## config.mk

```make
export PLATFORM = sky130hd
export DESIGN_NAME = ram_bus_arbiter_flat
export DESIGN_NICKNAME = d
export VERILOG_FILES = /design/src/rtl/cpu_types_pkg.sv /design/src/rtl/ram_bus_arbiter_if.sv /design/src/rtl/ram_bus_arbiter_rr_picker.sv /design/src/rtl/ram_bus_arbiter.sv /design/src/flat_wrapper.sv
export SDC_FILE = /design/constraint.sdc
export NUM_CORES = 1
export LEC_CHECK = 0
export ABC_CLOCK_PERIOD_IN_PS = 3200
export CAP_MARGIN = 20
export CORE_AREA = 2 2 168 170
export DETAILED_ROUTE_END_ITERATION = 16
export DIE_AREA = 0 0 170 172
export PLACE_DENSITY_LB_ADDON = 0.12
export SLEW_MARGIN = 10
export SYNTH_ARGS = -nofsm -noshare
export SYNTH_HDL_FRONTEND = slang
export SYNTH_SLANG_ARGS = --single-unit
```

## constraint.sdc

```tcl
create_clock -name CLK -period 3.2 [get_ports CLK]
set_clock_uncertainty 0.15 [all_clocks]
set_input_delay 0.96 -clock CLK [delete_from_list [all_inputs] [get_ports CLK]]
set_output_delay 0.96 -clock CLK [all_outputs]
set_load 0.02 [all_outputs]
```

## src/rtl/cpu_types_pkg.sv

```systemverilog
// cpu_types_pkg: shared CPU/memory-side types for the multicore RAM path.
//   word_t      - 32-bit machine word
//   ramstate_t  - RAM port status reported back to the arbiter
//   arb_state_t - RAM bus arbiter FSM state
//   req_kind_t  - class of the granted requester (icache or dcache)
// Helpers compute pointer widths and test for power-of-two core counts.
package cpu_types_pkg;

  localparam int WORD_W = 32;

  typedef logic [WORD_W-1:0] word_t;

  typedef enum logic [1:0] {
    FREE   = 2'b00,
    BUSY   = 2'b01,
    ACCESS = 2'b10,
    ERROR  = 2'b11
  } ramstate_t;

  typedef enum logic {
    ARB_IDLE  = 1'b0,
    ARB_SERVE = 1'b1
  } arb_state_t;

  typedef enum logic {
    REQ_I = 1'b0,
    REQ_D = 1'b1
  } req_kind_t;

  // Pointer width for n requesters; a single requester still needs one bit.
  function automatic int ptr_width(input int n);
    return (n > 1) ? $clog2(n) : 1;
  endfunction

  // True when n is a power of two, so a pointer can wrap by truncation.
  function automatic bit is_pow2(input int n);
    return (n > 0) && ((n & (n - 1)) == 0);
  endfunction

endpackage

```

## src/rtl/ram_bus_arbiter_if.sv

```systemverilog
// ram_bus_arbiter_if: bundle of the per-core cache request signals and the
// single RAM port handled by ram_bus_arbiter.
//   Cache side : iREN/iaddr, dREN/dWEN/daddr/dstore (requests),
//                iwait/dwait/iload/dload (responses); core n at [32n+31:32n].
//   RAM side   : ramaddr/ramstore/ramREN/ramWEN (commands), ramload/ramstate.
// modport slave  - arbiter view (receives cache requests, drives the RAM).
// modport master - environment view (caches and RAM model).
interface ram_bus_arbiter_if #(parameter int CPUS = 2);
  import cpu_types_pkg::*;

  logic [CPUS-1:0]        iREN;
  logic [CPUS*WORD_W-1:0] iaddr;
  logic [CPUS-1:0]        dREN;
  logic [CPUS-1:0]        dWEN;
  logic [CPUS*WORD_W-1:0] daddr;
  logic [CPUS*WORD_W-1:0] dstore;
  logic [CPUS-1:0]        iwait;
  logic [CPUS-1:0]        dwait;
  logic [CPUS*WORD_W-1:0] iload;
  logic [CPUS*WORD_W-1:0] dload;
  word_t                  ramaddr;
  word_t                  ramstore;
  logic                   ramREN;
  logic                   ramWEN;
  word_t                  ramload;
  ramstate_t              ramstate;

  modport slave (
    input  iREN, iaddr, dREN, dWEN, daddr, dstore, ramload, ramstate,
    output iwait, dwait, iload, dload, ramaddr, ramstore, ramREN, ramWEN
  );

  modport master (
    output iREN, iaddr, dREN, dWEN, daddr, dstore, ramload, ramstate,
    input  iwait, dwait, iload, dload, ramaddr, ramstore, ramREN, ramWEN
  );

endinterface

```

## src/rtl/ram_bus_arbiter_rr_picker.sv

```systemverilog
// rr_picker: combinational round-robin selector.
//   req[N] - request vector
//   ptr    - index to start searching from
//   any    - 1 when at least one request is set
//   idx    - first requesting index at or after ptr, wrapping modulo N
module rr_picker #(
  parameter int N  = 2,
  parameter int PW = 1
) (
  input  logic [N-1:0]  req,
  input  logic [PW-1:0] ptr,
  output logic          any,
  output logic [PW-1:0] idx
);

  int          cand_s;
  logic [N-1:0] rot_s;
  logic         hit_s;

  // Walk N candidates starting at ptr; the first hit wins.
  always_comb begin
    any    = 1'b0;
    idx    = '0;
    cand_s = 0;
    rot_s  = '0;
    hit_s  = 1'b0;
    for (int k = 0; k < N; k++) begin
      cand_s = int'(ptr) + k;
      cand_s = (cand_s >= N) ? (cand_s - N) : cand_s;
      rot_s  = req >> cand_s;
      hit_s  = rot_s[0] & ~any;
      idx    = hit_s ? PW'(cand_s) : idx;
      any    = any | hit_s;
    end
  end

endmodule

```

## src/rtl/ram_bus_arbiter.sv

```systemverilog
// ram_bus_arbiter: shares one RAM port between the icache and dcache of CPUS
// cores. dcache requests beat icache requests; within a class the grant
// rotates round-robin. A grant is held until the RAM reports ACCESS.
//   CLK  - system clock
//   nRST - asynchronous active-low reset
//   bus  - cache request/response and RAM port signals (slave view)
module ram_bus_arbiter
  import cpu_types_pkg::*;
#(
  parameter int CPUS = 2
) (
  input  logic                CLK,
  input  logic                nRST,
  ram_bus_arbiter_if.slave    bus
);

  localparam int PW   = ptr_width(CPUS);
  localparam bit POW2 = is_pow2(CPUS);

  arb_state_t    state_r;
  req_kind_t     grant_kind_r;
  logic [PW-1:0] grant_cpu_r;
  logic [PW-1:0] rr_d_r;
  logic [PW-1:0] rr_i_r;

  logic [CPUS-1:0] d_req_s;
  logic            d_any_s;
  logic            i_any_s;
  logic [PW-1:0]   d_idx_s;
  logic [PW-1:0]   i_idx_s;
  logic            i_ren_g_s;
  logic            d_ren_g_s;
  logic            d_wen_g_s;
  logic            req_live_s;
  logic            ack_s;

  word_t iaddr_a_s  [CPUS];
  word_t daddr_a_s  [CPUS];
  word_t dstore_a_s [CPUS];

  // Advance a pointer past the served core; non-power-of-two counts need an explicit wrap.
  function automatic logic [PW-1:0] inc_ptr(input logic [PW-1:0] p);
    if (POW2 && (CPUS > 1)) begin
      return p + PW'(1);
    end else begin
      return (p == PW'(CPUS - 1)) ? '0 : (p + PW'(1));
    end
  endfunction

  assign d_req_s = bus.dREN | bus.dWEN;

  rr_picker #(.N(CPUS), .PW(PW)) u_pick_d (
    .req (d_req_s),
    .ptr (rr_d_r),
    .any (d_any_s),
    .idx (d_idx_s)
  );

  rr_picker #(.N(CPUS), .PW(PW)) u_pick_i (
    .req (bus.iREN),
    .ptr (rr_i_r),
    .any (i_any_s),
    .idx (i_idx_s)
  );

  // Per-core unpacking of the flat buses and per-core response generation.
  for (genvar n = 0; n < CPUS; n++) begin : g_core
    logic sel_s;
    assign sel_s           = (grant_cpu_r == PW'(n));
    assign iaddr_a_s[n]    = bus.iaddr[n*WORD_W +: WORD_W];
    assign daddr_a_s[n]    = bus.daddr[n*WORD_W +: WORD_W];
    assign dstore_a_s[n]   = bus.dstore[n*WORD_W +: WORD_W];
    assign bus.iwait[n]    = ~(ack_s & (grant_kind_r == REQ_I) & sel_s);
    assign bus.dwait[n]    = ~(ack_s & (grant_kind_r == REQ_D) & sel_s);
    assign bus.iload[n*WORD_W +: WORD_W] =
      (ack_s && (grant_kind_r == REQ_I) && sel_s) ? bus.ramload : '0;
    assign bus.dload[n*WORD_W +: WORD_W] =
      (ack_s && (grant_kind_r == REQ_D) && sel_s) ? bus.ramload : '0;
  end

  // Live request bits of the granted requester; a dropped request aborts the grant.
  always_comb begin
    i_ren_g_s  = bus.iREN[grant_cpu_r];
    d_ren_g_s  = bus.dREN[grant_cpu_r];
    d_wen_g_s  = bus.dWEN[grant_cpu_r];
    req_live_s = (grant_kind_r == REQ_D) ? (d_ren_g_s | d_wen_g_s) : i_ren_g_s;
    ack_s      = (state_r == ARB_SERVE) && req_live_s && (bus.ramstate == ACCESS);
  end

  // RAM command follows the granted requester's inputs; a write wins over a read.
  always_comb begin
    bus.ramREN   = 1'b0;
    bus.ramWEN   = 1'b0;
    bus.ramaddr  = '0;
    bus.ramstore = '0;
    if (state_r == ARB_SERVE) begin
      if (grant_kind_r == REQ_I) begin
        bus.ramREN  = i_ren_g_s;
        bus.ramaddr = iaddr_a_s[grant_cpu_r];
      end else if (d_wen_g_s) begin
        bus.ramWEN   = 1'b1;
        bus.ramaddr  = daddr_a_s[grant_cpu_r];
        bus.ramstore = dstore_a_s[grant_cpu_r];
      end else begin
        bus.ramREN  = d_ren_g_s;
        bus.ramaddr = daddr_a_s[grant_cpu_r];
      end
    end else begin
      bus.ramREN = 1'b0;
    end
  end

  // Grant FSM: pick in IDLE, hold in SERVE until ACCESS or the request drops.
  always_ff @(posedge CLK or negedge nRST) begin
    if (!nRST) begin
      state_r      <= ARB_IDLE;
      grant_kind_r <= REQ_I;
      grant_cpu_r  <= '0;
      rr_d_r       <= '0;
      rr_i_r       <= '0;
    end else begin
      case (state_r)
        ARB_IDLE: begin
          if (d_any_s) begin
            grant_cpu_r  <= d_idx_s;
            grant_kind_r <= REQ_D;
            state_r      <= ARB_SERVE;
          end else if (i_any_s) begin
            grant_cpu_r  <= i_idx_s;
            grant_kind_r <= REQ_I;
            state_r      <= ARB_SERVE;
          end else begin
            state_r <= ARB_IDLE;
          end
        end
        ARB_SERVE: begin
          if (!req_live_s) begin
            state_r <= ARB_IDLE;
          end else if (bus.ramstate == ACCESS) begin
            state_r <= ARB_IDLE;
            if (grant_kind_r == REQ_D) begin
              rr_d_r <= inc_ptr(grant_cpu_r);
            end else begin
              rr_i_r <= inc_ptr(grant_cpu_r);
            end
          end else begin
            // FREE/BUSY/ERROR: keep the grant and retry.
            state_r <= ARB_SERVE;
          end
        end
        default: begin
          state_r <= ARB_IDLE;
        end
      endcase
    end
  end

endmodule
```

## src/flat_wrapper.sv

```systemverilog
// flat-port wrapper written by rule: the top's interface ports become plain ports
module ram_bus_arbiter_flat import cpu_types_pkg::*;
#(
  parameter int CPUS = 2
)
  (CLK, nRST, bus_iREN, bus_iaddr, bus_dREN, bus_dWEN, bus_daddr, bus_dstore, bus_ramload, bus_ramstate, bus_iwait, bus_dwait, bus_iload, bus_dload, bus_ramaddr, bus_ramstore, bus_ramREN, bus_ramWEN);
  ram_bus_arbiter_if #(.CPUS(CPUS)) bus_i ();
  input  logic CLK;
  input  logic nRST;
  input wire logic [$bits(bus_i.iREN)-1:0] bus_iREN;
  input wire logic [$bits(bus_i.iaddr)-1:0] bus_iaddr;
  input wire logic [$bits(bus_i.dREN)-1:0] bus_dREN;
  input wire logic [$bits(bus_i.dWEN)-1:0] bus_dWEN;
  input wire logic [$bits(bus_i.daddr)-1:0] bus_daddr;
  input wire logic [$bits(bus_i.dstore)-1:0] bus_dstore;
  input wire logic [$bits(bus_i.ramload)-1:0] bus_ramload;
  input wire logic [$bits(bus_i.ramstate)-1:0] bus_ramstate;
  output wire logic [$bits(bus_i.iwait)-1:0] bus_iwait;
  output wire logic [$bits(bus_i.dwait)-1:0] bus_dwait;
  output wire logic [$bits(bus_i.iload)-1:0] bus_iload;
  output wire logic [$bits(bus_i.dload)-1:0] bus_dload;
  output wire logic [$bits(bus_i.ramaddr)-1:0] bus_ramaddr;
  output wire logic [$bits(bus_i.ramstore)-1:0] bus_ramstore;
  output wire logic [$bits(bus_i.ramREN)-1:0] bus_ramREN;
  output wire logic [$bits(bus_i.ramWEN)-1:0] bus_ramWEN;
  assign bus_i.iREN = bus_iREN;
  assign bus_i.iaddr = bus_iaddr;
  assign bus_i.dREN = bus_dREN;
  assign bus_i.dWEN = bus_dWEN;
  assign bus_i.daddr = bus_daddr;
  assign bus_i.dstore = bus_dstore;
  assign bus_i.ramload = bus_ramload;
  assign bus_i.ramstate = bus_ramstate;
  assign bus_iwait = bus_i.iwait;
  assign bus_dwait = bus_i.dwait;
  assign bus_iload = bus_i.iload;
  assign bus_dload = bus_i.dload;
  assign bus_ramaddr = bus_i.ramaddr;
  assign bus_ramstore = bus_i.ramstore;
  assign bus_ramREN = bus_i.ramREN;
  assign bus_ramWEN = bus_i.ramWEN;
  ram_bus_arbiter #(.CPUS(CPUS)) u_core (.CLK(CLK), .nRST(nRST), .bus(bus_i));
endmodule
```

==> results.toml, run 1 <==
[logic_synthesis]
yosys.area_share.adder_pct = 0
synth_nets = 569
synth_top_family_by_area = "simple AND/OR/NAND/NOR gates"
synthArstFlopShare_pct = 100
synth.mux.area_fraction_pct = 38.6
yosysUniqueCellTypes = 33
yosys.area_share.xor_xnor_pct = 0
yosys_warnings = 0
synth_compound_area_share_pct = 3.85
synth_flop_cell = "dfrtp_1"
synth_edf_count = 0
seq_area_frac_synth_pct = 4.59
yosys.area_share.simple_pct = 45.9
synth_area_um2 = 2730
postSynthAreaPerCell_um2 = 8.14
ys_ff_latch = 5
synthCells = 335

[layout]
fin_nets = 1048
fin_util_pct = 32.0
nFillCells = 2890
final_cells = 1164
final_common_cell = "buf_6"
design_area_um2 = 8780
final_cell_mix = "buf_6 (172), and2_4 (134), dlygate4sd2_1 (115)"
syn_to_final_growth_pct = 222
drive_gt1_share_pct = 56.9

[setup_path]
path_cells = "buf_6 > and4bb_2 > buf_6 > and3_4 > buf_12 > buf_16 > buf_8 > and2_4 > buf_6"
max_stage_delay_ps = 300
startpoint_type = "primary input"
cp.required_ps = 2090
cp_common_cell = "buf_6"
cp.arrival_ps = 2280
critical-path-slowest-cell = "and4bb_2"
cp_max_fo = 6
cp-end-kind = "primary output"
crit_type = "in -> out"

[detailed_routing]
vias = 4463
routed_wl_um = 21800
viasPerCell = 3.83
drt_pass1_iterations = 4
wl_per_cell_um = 18.8
drt-initial-drc-count = 118
final_antenna_net_count = 0
drt_drc_violations_left = 0

[global_route]
grt_pass1_wl_um = 30100
antenna_found_initial = 5
grt_usage_pct = 13.8
overflow = 0
grt_pass1_vias = 4823
grt_max_degree = 36

[die]
die_y_um = 172
initial_core_util_pct = 9.92
die_w_um = 170
num_rows = 61
coreArea_um2 = 27500
dieArea_um2 = 29200
num_io_pins = 432

[clock_tree]
tritoncts = "yes"
cts.sinks = 5
cts.path.max_buffers = 2
cts_root_buffer = "clkbuf_16"
htreeDepth = 1
worstSkewPairLatency_ps = 230
cts_buffers = 3
clk_pin_slew_ps = 30
cts_hold_buffers = 0

[place]
dpl_cell_area_um2 = 7710
routabilityCongestion = 0.768
portBuffers = 431
preCtsSetupSlack_ps = -960
dp.cells = 1117
dp_hpwl_um = 16100

[timing]
tightest_slew_ps = 564
fin_tns_setup_ps = -12530
hold_slack_ps = 362
slew_headroom_pct = 62.0
min_period_over_period_pct = 106
rsz0062_at_grt = "true"
drv_slew = 0
hold_violations = 0
fmax_ghz = 0.295
period_needed_ps = 3390
setup_viol = 112
setup_ws_ps = -190

[run_status]
failed_checks = "setup timing"
status = "finished, violations left"

[pwr]
p_per_area_nw_per_um2 = 498
ir_drop_v = 0.000173
p_leak_nw = 4.16
power_mw = 4.37

[run]
maxCapViolations = 0

[min_path]
hold_path_class = "reg -> reg"
timing repair:
item / 4_1_cts / 5_1_grt
setup buffers: 27 / 1
gates cloned: 15 / 0
pin swaps: 17 / 3
gates resized for setup: 1380 / 54
setup endpoints to repair: 198 / 172
kinds of logic after synthesis:
kind of cell | Yosys count
simple gates | 213
mux | 65
buf+inv | 38
compound gates | 14
flops | 5
worst max-delay path, delay by kind of cell:
family,cells,cell delay (ps)
AND/OR/NAND/NOR,3,660
buffers and inverters,6,650
registers in the layout, indices dropped and copies added (netlist names):
name	flops
u_core.state_r	1
u_core.g_core.sel_s	1
u_core.rr_i_r	1
u_core.grant_kind_r	1
u_core.rr_d_r	1
routing by layer:
layer  global-route usage, %  part of all wire [%]  up-vias
li1                        -                     -     2118
met1                    15.1                    37     2095
met2                    26.5                    52      232
met3                    4.28                   9.5       16
met4                    2.04                   1.1        2
met5                       0                 0.059        -
final timing paths:
path                                               startpoint                                  to  slack (ps)  cells after the start
setup / recovery                              bus_ramstate[0]                        bus_iload[4]        -190                      9
hold / removal                      u_core.rr_i_r$_DFFE_PN0P_           u_core.rr_i_r$_DFFE_PN0P_         360                      1
setup reg to reg           u_core.g_core[1].sel_s$_DFFE_PN0P_           u_core.rr_d_r$_DFFE_PN0P_        1210                     10
hold reg to reg                     u_core.rr_i_r$_DFFE_PN0P_           u_core.rr_i_r$_DFFE_PN0P_         360                      1
max in group asynchronous                                nRST  u_core.g_core[1].sel_s$_DFFE_PN0P_        1840                      1
min in group asynchronous                                nRST            u_core.state_r$_DFF_PN0_         820                      1
synthesized netlist by cell type, types with 4 or more instances:
cell | n | area share [%]
and2_1 | 158 | 36
buf_2 | 10 | 1.8
buf_4 | 4 | 1.1
clkbuf_1 | 14 | 1.9
dfrtp_1 | 5 | 4.6
inv_1 | 7 | 0.96
mux2i_1 | 32 | 12
mux4_2 | 32 | 26
nand2_1 | 5 | 0.69
nor2_1 | 36 | 5.0
cell type report:
cell class / count / area [µm²] / share of cell area, %
diodes: 5 / 12.5 / 0.143
clock buffers: 4 / 78.8 / 0.898
inverters: 7 / 33.8 / 0.385
multi-input cells: 292 / 2800 / 31.9
flip-flops and latches: 5 / 130 / 1.48
well taps: 346 / 433 / 4.93
repair buffers: 505 / 5290 / 60.3
power breakdown:
| part | internal [mW] | switching, mW | leakage (nW) |
|---|---|---|---|
| sequential | 0.0964 | 0.0353 | 0.0529 |
| clock | 0.165 | 0.0387 | 0.0382 |
| combinational | 2.25 | 1.79 | 4.07 |
| total | 2.51 | 1.86 | 4.16 |
Note: power is estimated with default switching activity, not from simulation.
==> inputs of run 2 (changes only) <==
Settings changed: ABC_CLOCK_PERIOD_IN_PS 3200 to not set, CORE_AREA 2 2 168 170 to 2 2 167 169, DIE_AREA 0 0 170 172 to 0 0 169 171, SYNTH_HIERARCHICAL set to 1.
==> results.toml, run 2 <==
[run_status]
status = "finished, violations left"
failed_checks = "setup timing"

[detailed_routing]
routed_wl_um = 20000
final_antenna_net_count = 0
drt_pass1_iterations = 4
vias = 4463
viasPerCell = 3.80
drt-initial-drc-count = 104
wl_per_cell_um = 17.0
drt_drc_violations_left = 0

[timing]
fin_tns_setup_ps = -115
fmax_ghz = 0.302
slew_headroom_pct = 70.5
period_needed_ps = 3310
setup_ws_ps = -115
rsz0062_at_grt = "true"
tightest_slew_ps = 443
min_period_over_period_pct = 104
drv_slew = 0
setup_viol = 1
hold_violations = 0

[die]
num_rows = 61
initial_core_util_pct = 9.35
die_y_um = 171
die_w_um = 169
dieArea_um2 = 28900
num_io_pins = 432
coreArea_um2 = 27300

[layout]
fin_nets = 1063
final_cell_mix = "nor2_1 (116), dlygate4sd2_1 (108), buf_4 (104)"
nFillCells = 3010
final_common_cell = "nor2_1"
num_antenna_cells = 0
design_area_um2 = 7840
drive_gt1_share_pct = 49.0
syn_to_final_growth_pct = 207
final_cells = 1174

[setup_path]
r2r_start = "u_core/g_core[1].sel_s$_DFFE_PN0P_"
critPathTopFamily = "simple AND/OR/NAND/NOR gates"
crit_buf_inv = 3
cp.required_ps = 2090
startpoint_type = "primary input"
cp_max_fo = 6
path_cells = "buf_6 > or2_4 > or3b_4 > buf_12 > or3b_4 > buf_6"
critical-path-slowest-cell = "or3b_4"
cp-end-kind = "primary output"
max_stage_delay_ps = 380
crit_start = "bus_dREN[0]"
cp.arrival_ps = 2200
crit_type = "in -> out"

[logic_synthesis]
synth.top_cell.area_share_pct = 28.2
synth.most_common_cell = "nor2_1"
synth_area_leaders = "mux4_2 (28%), nor2_1 (24%), mux2i_1 (13%)"
synthArstFlopShare_pct = 100
postSynthAreaPerCell_um2 = 6.72
yosys.area.top_type = "mux4_2"
synth_edf_count = 0
yosys_warnings = 6
seq_area_frac_synth_pct = 4.90
ys_ff_latch = 5
synth_common_cells = "nor2_1 (162), nand2_1 (35), and2_1 (33), mux2i_1 (32), mux4_2 (32)"
synth_area_um2 = 2550
yosysUniqueCellTypes = 32
synthCells = 380
synth_nets = 614
synth_flop_cell = "dfrtp_1"

[global_route]
grt_max_degree = 40
grt_pass1_vias = 4515
grt_pass1_wl_um = 27300
overflow = 0
antenna_found_initial = 1
grt_usage_pct = 12.3

[pwr]
pwr-share-seq_pct = 3.1
p_per_area_nw_per_um2 = 577
p_switching_mw = 2.03
p_comb_share_pct = 92.4
power_mw = 4.52
clock_power_share_pct = 4.6
ir_drop_v = 0.000214
p_leak_nw = 3.83
p_int_mw = 2.49
p_sw_share_pct = 45.0

[clock_tree]
tritoncts = "yes"
cts_root_buffer = "clkbuf_16"
worstSkewPairLatency_ps = 230
cts.sinks = 5
cts.path.max_buffers = 2
cts_buffers = 3
clk_pin_slew_ps = 30
htreeDepth = 1

[run]
maxCapViolations = 0

[place]
dp_hpwl_um = 15400
routabilityCongestion = 0.791
portBuffers = 431
dp.cells = 1150
dpl_cell_area_um2 = 7470

[min_path]
hold_path_startpoint = "u_core/rr_i_r$_DFFE_PN0P_"
hold_path_class = "reg -> reg"
## run 2: worst paths after layout
check | end | slack [ps] | depth (start not counted)
setup / recovery | bus_dwait[0] | -110 | 6
hold / removal | u_core/rr_i_r$_DFFE_PN0P_ | 370 | 1
setup reg to reg | u_core/state_r$_DFF_PN0_ | 1470 | 4
hold reg to reg | u_core/rr_i_r$_DFFE_PN0P_ | 370 | 1
max in group asynchronous | u_core/g_core[1].sel_s$_DFFE_PN0P_ | 1810 | 1
min in group asynchronous | u_core/g_core[1].sel_s$_DFFE_PN0P_ | 830 | 1
## run 2: cells by family after synthesis
kind of cell    Yosys count  synth area share (%)
flops                     5                  4.90
compound gates           16                  4.31
buf+inv                  47                  7.93
simple gates            246                  41.2
mux                      66                  41.6
## run 2: power groups by stage
| stage | Combinational (mW) | Sequential [mW] | Clock (mW) |
|---|---|---|---|
| 2_1_floorplan | 1.96 | 0.0993 | 0 |
| 3_3_place_gp | 3.57 | 0.137 | 0 |
| 3_5_place_dp | 3.56 | 0.138 | 0 |
| 4_1_cts | 4.13 | 0.138 | 0.211 |
| 5_1_grt | 4.44 | 0.144 | 0.217 |
| 6_report | 4.18 | 0.138 | 0.207 |
## run 2: layout make-up
cell class                      instances  area, µm²  area share, %
Timing Repair Buffer                  482       4540           57.8
Multi-Input combinational cell        328       2630           33.6
Tap cell                              346        433           5.52
Sequential cell                         5        130           1.66
Clock buffer                            4       78.8           1.00
Inverter                                9       33.8          0.431
## run 2: repair_timing
item	4_1_cts	5_1_grt
gates resized for setup	1102	151
hold buffers	0	0
buffers inserted	8	2
cloned	11	1
endpoints found under the setup margin	198	154
pin swaps	7	16
## run 2: per-layer routing
| metal | wire length [µm] | GRT usage, % |
|---|---|---|
| met5 | 13 | 0 |
| met4 | 95 | 1.41 |
| met2 | 11300 | 25.5 |
| met3 | 1810 | 3.45 |
| met1 | 6790 | 12.4 |
## run 2: metrics by stage
step | util, % | hold WS [ps] | worst slack, ps
after CTS | 27.1 | 370 | -109
final | 28.7 | 367 | -115
after floorplan | - | 328 | 75.8
after global placement | 27.3 | 359 | -925
after global routing | 28.7 | 398 | -139
after detailed placement | 27.3 | 360 | -934
